==> src/rtl/symbol_framer.sv <==
// symbol_framer
// Splits the encoded TX byte stream into OFDM-symbol sized chunks for the
// interleaver. Each byte is tagged with its RATE code on m_axis_tuser and the
// last byte of every symbol carries m_axis_tlast. The SIGNAL symbol is always
// tagged RATE_6M; DATA symbols use the rate captured at packet start.
//
// Optional feature macro: SYMBOL_FRAMER_PAD_EN
//   defined   : a packet ending mid-symbol is completed with zero pad bytes.
//   undefined : the short byte closes the symbol and err pulses.
module symbol_framer #(
    parameter int WIDTH = 8,
    parameter int CNT_W = 6
) (
    input  logic             aclk,
    input  logic             aresetn,
    input  logic [3:0]       cfg_rate,
    input  logic             cfg_valid,
    output logic             cfg_ready,
    input  logic [WIDTH-1:0] s_axis_tdata,
    input  logic             s_axis_tvalid,
    output logic             s_axis_tready,
    input  logic             s_axis_tlast,
    output logic [WIDTH-1:0] m_axis_tdata,
    output logic [3:0]       m_axis_tuser,
    output logic             m_axis_tvalid,
    input  logic             m_axis_tready,
    output logic             m_axis_tlast,
    output logic             busy,
    output logic             err
);

    typedef enum logic [2:0] {
        ST_IDLE,
        ST_SIGNAL,
        ST_DATA,
        ST_PAD,
        ST_FLUSH
    } state_t;

    localparam logic [3:0]       RATE_6M = 4'hD;
    localparam logic [CNT_W-1:0] SIG_LEN = CNT_W'(6);

    // Symbol length in bytes for a RATE code; zero marks an unsupported code.
    function automatic logic [CNT_W-1:0] rate_len(input logic [3:0] rate);
        case (rate)
            4'hD, 4'hF: rate_len = CNT_W'(6);
            4'h5, 4'h7: rate_len = CNT_W'(12);
            4'h9, 4'hB: rate_len = CNT_W'(24);
            4'h1, 4'h3: rate_len = CNT_W'(36);
            default:    rate_len = '0;
        endcase
    endfunction

    logic [CNT_W-1:0] len_lut [16];

    for (genvar gi = 0; gi < 16; gi++) begin : g_len_lut
        assign len_lut[gi] = rate_len(4'(gi));
    end

    state_t           state_reg, state_next;
    logic [CNT_W-1:0] cnt_reg, cnt_next;
    logic [3:0]       rate_reg, rate_next;
    logic             cfg_ready_reg;
    logic [WIDTH-1:0] m_tdata_reg, m_tdata_next;
    logic [3:0]       m_tuser_reg, m_tuser_next;
    logic             m_tvalid_reg, m_tvalid_next;
    logic             m_tlast_reg, m_tlast_next;
    logic             err_comb;

    logic             out_free;
    logic             in_fire;
    logic             cfg_fire;
    logic             cfg_bad;
    logic             cur_sig;
    logic [CNT_W-1:0] cur_len;
    logic [3:0]       cur_tuser;
    logic             at_end;
    logic [CNT_W-1:0] cnt_inc;

    // Output register can take a new byte when empty or being drained this cycle.
    assign out_free      = ~m_tvalid_reg | m_axis_tready;
    assign s_axis_tready = ((state_reg == ST_SIGNAL) | (state_reg == ST_DATA)) & out_free;
    assign in_fire       = s_axis_tvalid & s_axis_tready;
    assign cfg_fire      = cfg_valid & cfg_ready_reg;
    assign cfg_bad       = (len_lut[cfg_rate] == '0);

`ifdef SYMBOL_FRAMER_PAD_EN
    logic pad_sig_reg, pad_sig_next;
    // A pad run that started inside SIGNAL still completes the 6-byte SIGNAL symbol.
    assign cur_sig = (state_reg == ST_SIGNAL) | ((state_reg == ST_PAD) & pad_sig_reg);
`else
    assign cur_sig = (state_reg == ST_SIGNAL);
`endif

    assign cur_len   = cur_sig ? SIG_LEN : len_lut[rate_reg];
    assign cur_tuser = cur_sig ? RATE_6M : rate_reg;
    assign at_end    = (cnt_reg == cur_len - CNT_W'(1));
    assign cnt_inc   = cnt_reg + CNT_W'(1);

    // Next-state, byte counter and output-register loading.
    always_comb begin
        state_next    = state_reg;
        cnt_next      = cnt_reg;
        rate_next     = rate_reg;
        m_tdata_next  = m_tdata_reg;
        m_tuser_next  = m_tuser_reg;
        m_tlast_next  = m_tlast_reg;
        m_tvalid_next = m_tvalid_reg & ~m_axis_tready;
        err_comb      = 1'b0;
`ifdef SYMBOL_FRAMER_PAD_EN
        pad_sig_next  = pad_sig_reg;
`endif
        case (state_reg)
            ST_IDLE: begin
                if (cfg_fire) begin
                    if (cfg_bad) begin
                        err_comb = 1'b1;
                    end else begin
                        state_next = ST_SIGNAL;
                        rate_next  = cfg_rate;
                        cnt_next   = '0;
                    end
                end
            end
            ST_SIGNAL, ST_DATA: begin
                if (in_fire) begin
                    m_tdata_next  = s_axis_tdata;
                    m_tuser_next  = cur_tuser;
                    m_tvalid_next = 1'b1;
                    m_tlast_next  = at_end;
                    cnt_next      = at_end ? '0 : cnt_inc;
                    if (s_axis_tlast) begin
                        if (at_end) begin
                            state_next = ST_FLUSH;
                        end else begin
`ifdef SYMBOL_FRAMER_PAD_EN
                            state_next   = ST_PAD;
                            pad_sig_next = (state_reg == ST_SIGNAL);
`else
                            // Short final symbol: close it on this byte and flag it.
                            m_tlast_next = 1'b1;
                            err_comb     = 1'b1;
                            cnt_next     = '0;
                            state_next   = ST_FLUSH;
`endif
                        end
                    end else if (at_end && (state_reg == ST_SIGNAL)) begin
                        state_next = ST_DATA;
                    end
                end
            end
`ifdef SYMBOL_FRAMER_PAD_EN
            ST_PAD: begin
                if (out_free) begin
                    m_tdata_next  = '0;
                    m_tuser_next  = cur_tuser;
                    m_tvalid_next = 1'b1;
                    m_tlast_next  = at_end;
                    if (at_end) begin
                        cnt_next     = '0;
                        pad_sig_next = 1'b0;
                        state_next   = ST_FLUSH;
                    end else begin
                        cnt_next = cnt_inc;
                    end
                end
            end
`endif
            ST_FLUSH: begin
                if (!m_tvalid_reg) begin
                    state_next = ST_IDLE;
                end
            end
            default: begin
                state_next = ST_IDLE;
            end
        endcase
    end

    // State, counter, captured rate and output register.
    always_ff @(posedge aclk or negedge aresetn) begin
        if (!aresetn) begin
            state_reg     <= ST_IDLE;
            cnt_reg       <= '0;
            rate_reg      <= '0;
            cfg_ready_reg <= 1'b0;
            m_tdata_reg   <= '0;
            m_tuser_reg   <= '0;
            m_tvalid_reg  <= 1'b0;
            m_tlast_reg   <= 1'b0;
        end else begin
            state_reg     <= state_next;
            cnt_reg       <= cnt_next;
            rate_reg      <= rate_next;
            cfg_ready_reg <= (state_next == ST_IDLE);
            m_tdata_reg   <= m_tdata_next;
            m_tuser_reg   <= m_tuser_next;
            m_tvalid_reg  <= m_tvalid_next;
            m_tlast_reg   <= m_tlast_next;
        end
    end

`ifdef SYMBOL_FRAMER_PAD_EN
    // Remembers whether the current pad run belongs to the SIGNAL symbol.
    always_ff @(posedge aclk or negedge aresetn) begin
        if (!aresetn) begin
            pad_sig_reg <= 1'b0;
        end else begin
            pad_sig_reg <= pad_sig_next;
        end
    end
`endif

    assign cfg_ready     = cfg_ready_reg;
    assign m_axis_tdata  = m_tdata_reg;
    assign m_axis_tuser  = m_tuser_reg;
    assign m_axis_tvalid = m_tvalid_reg;
    assign m_axis_tlast  = m_tlast_reg;
    assign busy          = (state_reg != ST_IDLE);
    assign err           = err_comb;

endmodule

==> config.mk <==
export PLATFORM = sky130hd
export DESIGN_NAME = symbol_framer
export DESIGN_NICKNAME = d
export VERILOG_FILES = /design/src/rtl/symbol_framer.sv
export SDC_FILE = /design/constraint.sdc
export NUM_CORES = 1
export LEC_CHECK = 0
export ABC_AREA = 0
export CAP_MARGIN = 25
export CORE_ASPECT_RATIO = 1.2
export CORE_MARGIN = 1
export CORE_UTILIZATION = 54
export CTS_BUF_LIST = sky130_fd_sc_hd__clkbuf_8
export CTS_CLUSTER_SIZE = 14
export DETAILED_ROUTE_END_ITERATION = 10
export MAX_ROUTING_LAYER = met4
export PLACE_DENSITY = 0.94
export SYNTH_ARGS = -nofsm -noshare
export SYNTH_HDL_FRONTEND = slang
export SYNTH_SLANG_ARGS = --single-unit
==> constraint.sdc <==
create_clock -name aclk -period 5.5 [get_ports aclk]
set_clock_uncertainty 0.15 [all_clocks]
set_input_delay 1.375 -clock aclk [delete_from_list [all_inputs] [get_ports aclk]]
set_output_delay 1.375 -clock aclk [all_outputs]
set_load 0.02 [all_outputs]
==> results.ini <==
[outcome]
outcome=finished, final reports clean

[synth]
most_common_cell_in_the_netlist=nand2_1
synth-edff-count=0
syn_avg_cell_area_um2=9.24
post_synth_num_cell_types=38
synth_commonest_cells=41 x nand2_1, 28 x dfrtp_1, 11 x nand3_1, 8 x o21ai_0, 6 x xnor2_1
mappedNetlistNets=174
netlist.top_cell.by_area=dfrtp_1
synthArstFlopShare_pct=100
postSynth.topFlopCell=dfrtp_1
share_of_synthesized_area_occupied_by_flip_flops_and_latches_pct=49.3
yosys_warnings=0
mappedNetlistArea_mm2=0.00142
synth-seq-cells=28
synth_largest_type_area_fraction_pct=49.3
synth.top_cells.by_area=dfrtp_1 49%, nand2_1 11%, nand3_1 3.9%, xnor2_1 3.7%, o21ai_0 2.8%
syn_inst=154

[job]
maxCapViolations=0

[sta]
setup_total_negative_slack_ps=0
post-route-period-util_pct=91.4
finalWorstPathRequiredPeriod_ps=5030
rsz_0062_raised_after_global_routing=false
tightest_slew_ps=896
setup_viol=0
maxClockFrequency_ghz=0.199
slew_viol_final=0
slew_headroom_pct=40.1
timing.final.hold_violations=0

[pwr]
netSwitchingFraction_pct=42.2
p_sw_uw=436
cellPowerDensity_mw_per_mm2=560
clock_power_share_pct=11.9
pwr-share-seq_pct=36.8
vdd_ir_drop_max_mv=0.341
static_leakage_nw=0.812
power.combinational.fraction_pct=51.2
internal_power_uw=595

[setup_path]
critical_path_sink_type=output port
worst_path_slowest_cell=clkdlybuf4s50_1
crit_arrival_ps=3500
worst-endpoint-required_ps=3970
cp_num_buf_inv=1
crit_path_start_kind=flop
worst_path_largest_cell_delay_ps=540
critPathMaxFanout=8
crit_path_cell_trace=nor3b_2 -> a21oi_1 -> ha_1 -> and2_4 -> or4_1 -> a31oi_1 -> o2111a_2 -> o22ai_1 -> clkdlybuf4s50_1
path_delay_family=simple AND/OR/NAND/NOR gates
classification_of_the_worst_setup_path=flop to output port

[cells_and_area]
fin_area_mm2=0.00184
num_antenna_cells=0
total_nets_final=208
instances_no_fill=220
max_ffs_per_register=8
layout-drive-gt1-share_pct=6.42
area_growth_pct=29.5

[routing]
via_count=1331
detail-route-antenna-nets=0
route.detailed.vias_per_inst=6.05
postRouteWirelength_um=3540
remaining_design_rule_violation_count=0
drt_iter0_markers=40
avgRoutedWirePerCell_um=16.1
detailed_router_iteration_count_before_antenna_repair=4

[global_routing]
first_global_vias=1189
antenna_found_initial=0
grt_use_met2_pct=50.8
grt_remaining_overflow=0
grt_use_met1_pct=26.3
grt_use_total_pct=26.4
pin_count_of_the_biggest_net_entering_global_routing=29
first_pass_grt_wire_length_um=5400
gr-usage-met3_pct=3.41
grt.busiest_layer=met2

[die]
placement_rows=20
dieArea_mm2=0.00284
floorplan.die.height_um=58.2
start_util_pct=56.3
die_w_um=48.9
io_pins=36
fp.coreArea_mm2=0.00253

[cts]
postCtsSetupBuffers=0
max-clock-path-buffers=2
tritoncts=yes
clk_root_buffer_cell=clkbuf_8
cts_hold_buffers=0
path_clk_slew_ps=90
worst_skew_pair.late_latency_ps=270
cts.sink_count=28
cts_bufs_inserted=3
ctsHtreeMaxLevel=1
gates_resized_cts_repair=0

[place]
placed_cell_area_mm2=0.00179
gpl.final_weighted_congestion=0.872
placed_cells_incl_taps=216
numPortBuffers=35
dp_hpwl_um=2600

[worst_hold_path]
hold_path_class=flop to flop

[final timing paths]
check | from | slack, ps | depth (start not counted) | end
max | state_reg[0] | 470 | 9 | err
min | m_axis_tuser[0] | 330 | 2 | m_axis_tuser[0]
max reg2reg | state_reg[0] | 2510 | 8 | state_reg[0]
min reg2reg | m_axis_tuser[0] | 330 | 2 | m_axis_tuser[0]
max in group asynchronous | aresetn | 3630 | 2 | m_axis_tuser[0]
min in group asynchronous | aresetn | 1320 | 2 | m_axis_tdata[3]
[cell usage in the layout, fill, tap and decap left out, drive strengths merged, types with 4 or more instances in the layout]
cell type	instances
clkdlybuf4s50	35
dfrtp	28
xnor2	6
nor3	4
nand2b	4
clkbuf	4
o21ai	8
nor2	4
nand2	41
nand3	11
a21oi	4
[per-stage QoR]
step                      total power, mW  setup slack [ps]  hold slack [ps]  util (%)
after global placement              0.861               911              303      70.7
after floorplan                     0.684              1550              311         -
after CTS                            1.03               489              332      72.9
after global routing                 1.09               310              355      72.9
after detailed placement            0.900               830              312      70.7
final                                1.03               472              330      72.9
[metal layers]
layer | wire length [µm] | vias to the layer above | share of wire, %
met4 | 91 | 0 | 2.6
met1 | 1340 | 651 | 38
met5 | 0 | - | 0
li1 | - | 602 | -
met3 | 167 | 15 | 4.7
met2 | 1950 | 63 | 55
[power groups by stage]
| stage | clock [mW] | sequential (mW) | combinational, mW |
|---|---|---|---|
| 6_report | 0.123 | 0.380 | 0.528 |
| 5_1_grt | 0.134 | 0.390 | 0.567 |
| 4_1_cts | 0.123 | 0.376 | 0.528 |
| 3_5_place_dp | 0 | 0.379 | 0.521 |
| 3_3_place_gp | 0 | 0.367 | 0.493 |
| 2_1_floorplan | 0 | 0.420 | 0.264 |
[final cells by class]
type / count / area [µm²]
clock buffers: 4 / 55.1
fillers: 156 / 686
inverters: 2 / 7.51
multi-input cells: 116 / 672
flip-flops and latches: 28 / 701
well taps: 33 / 41.3
repair buffers: 37 / 365
[cell families after synthesis]
group	count (synthesis)	synth area share, %
DFF	28	49.3
xor gates and xnor gates	8	4.93
buffers and inverters	10	3.52
adders and majority gates	2	1.76
AOI/OAI and AO/OA	27	12.7
muxes	3	2.37
and+or+nand+nor	76	25.5
[tightest hold or removal path, stage by stage, from the launching register on]
cell,delay [ps]
dfrtp_1,350
nand2_1,50
nand2_1,50
Power figures use the tool's default switching activity.
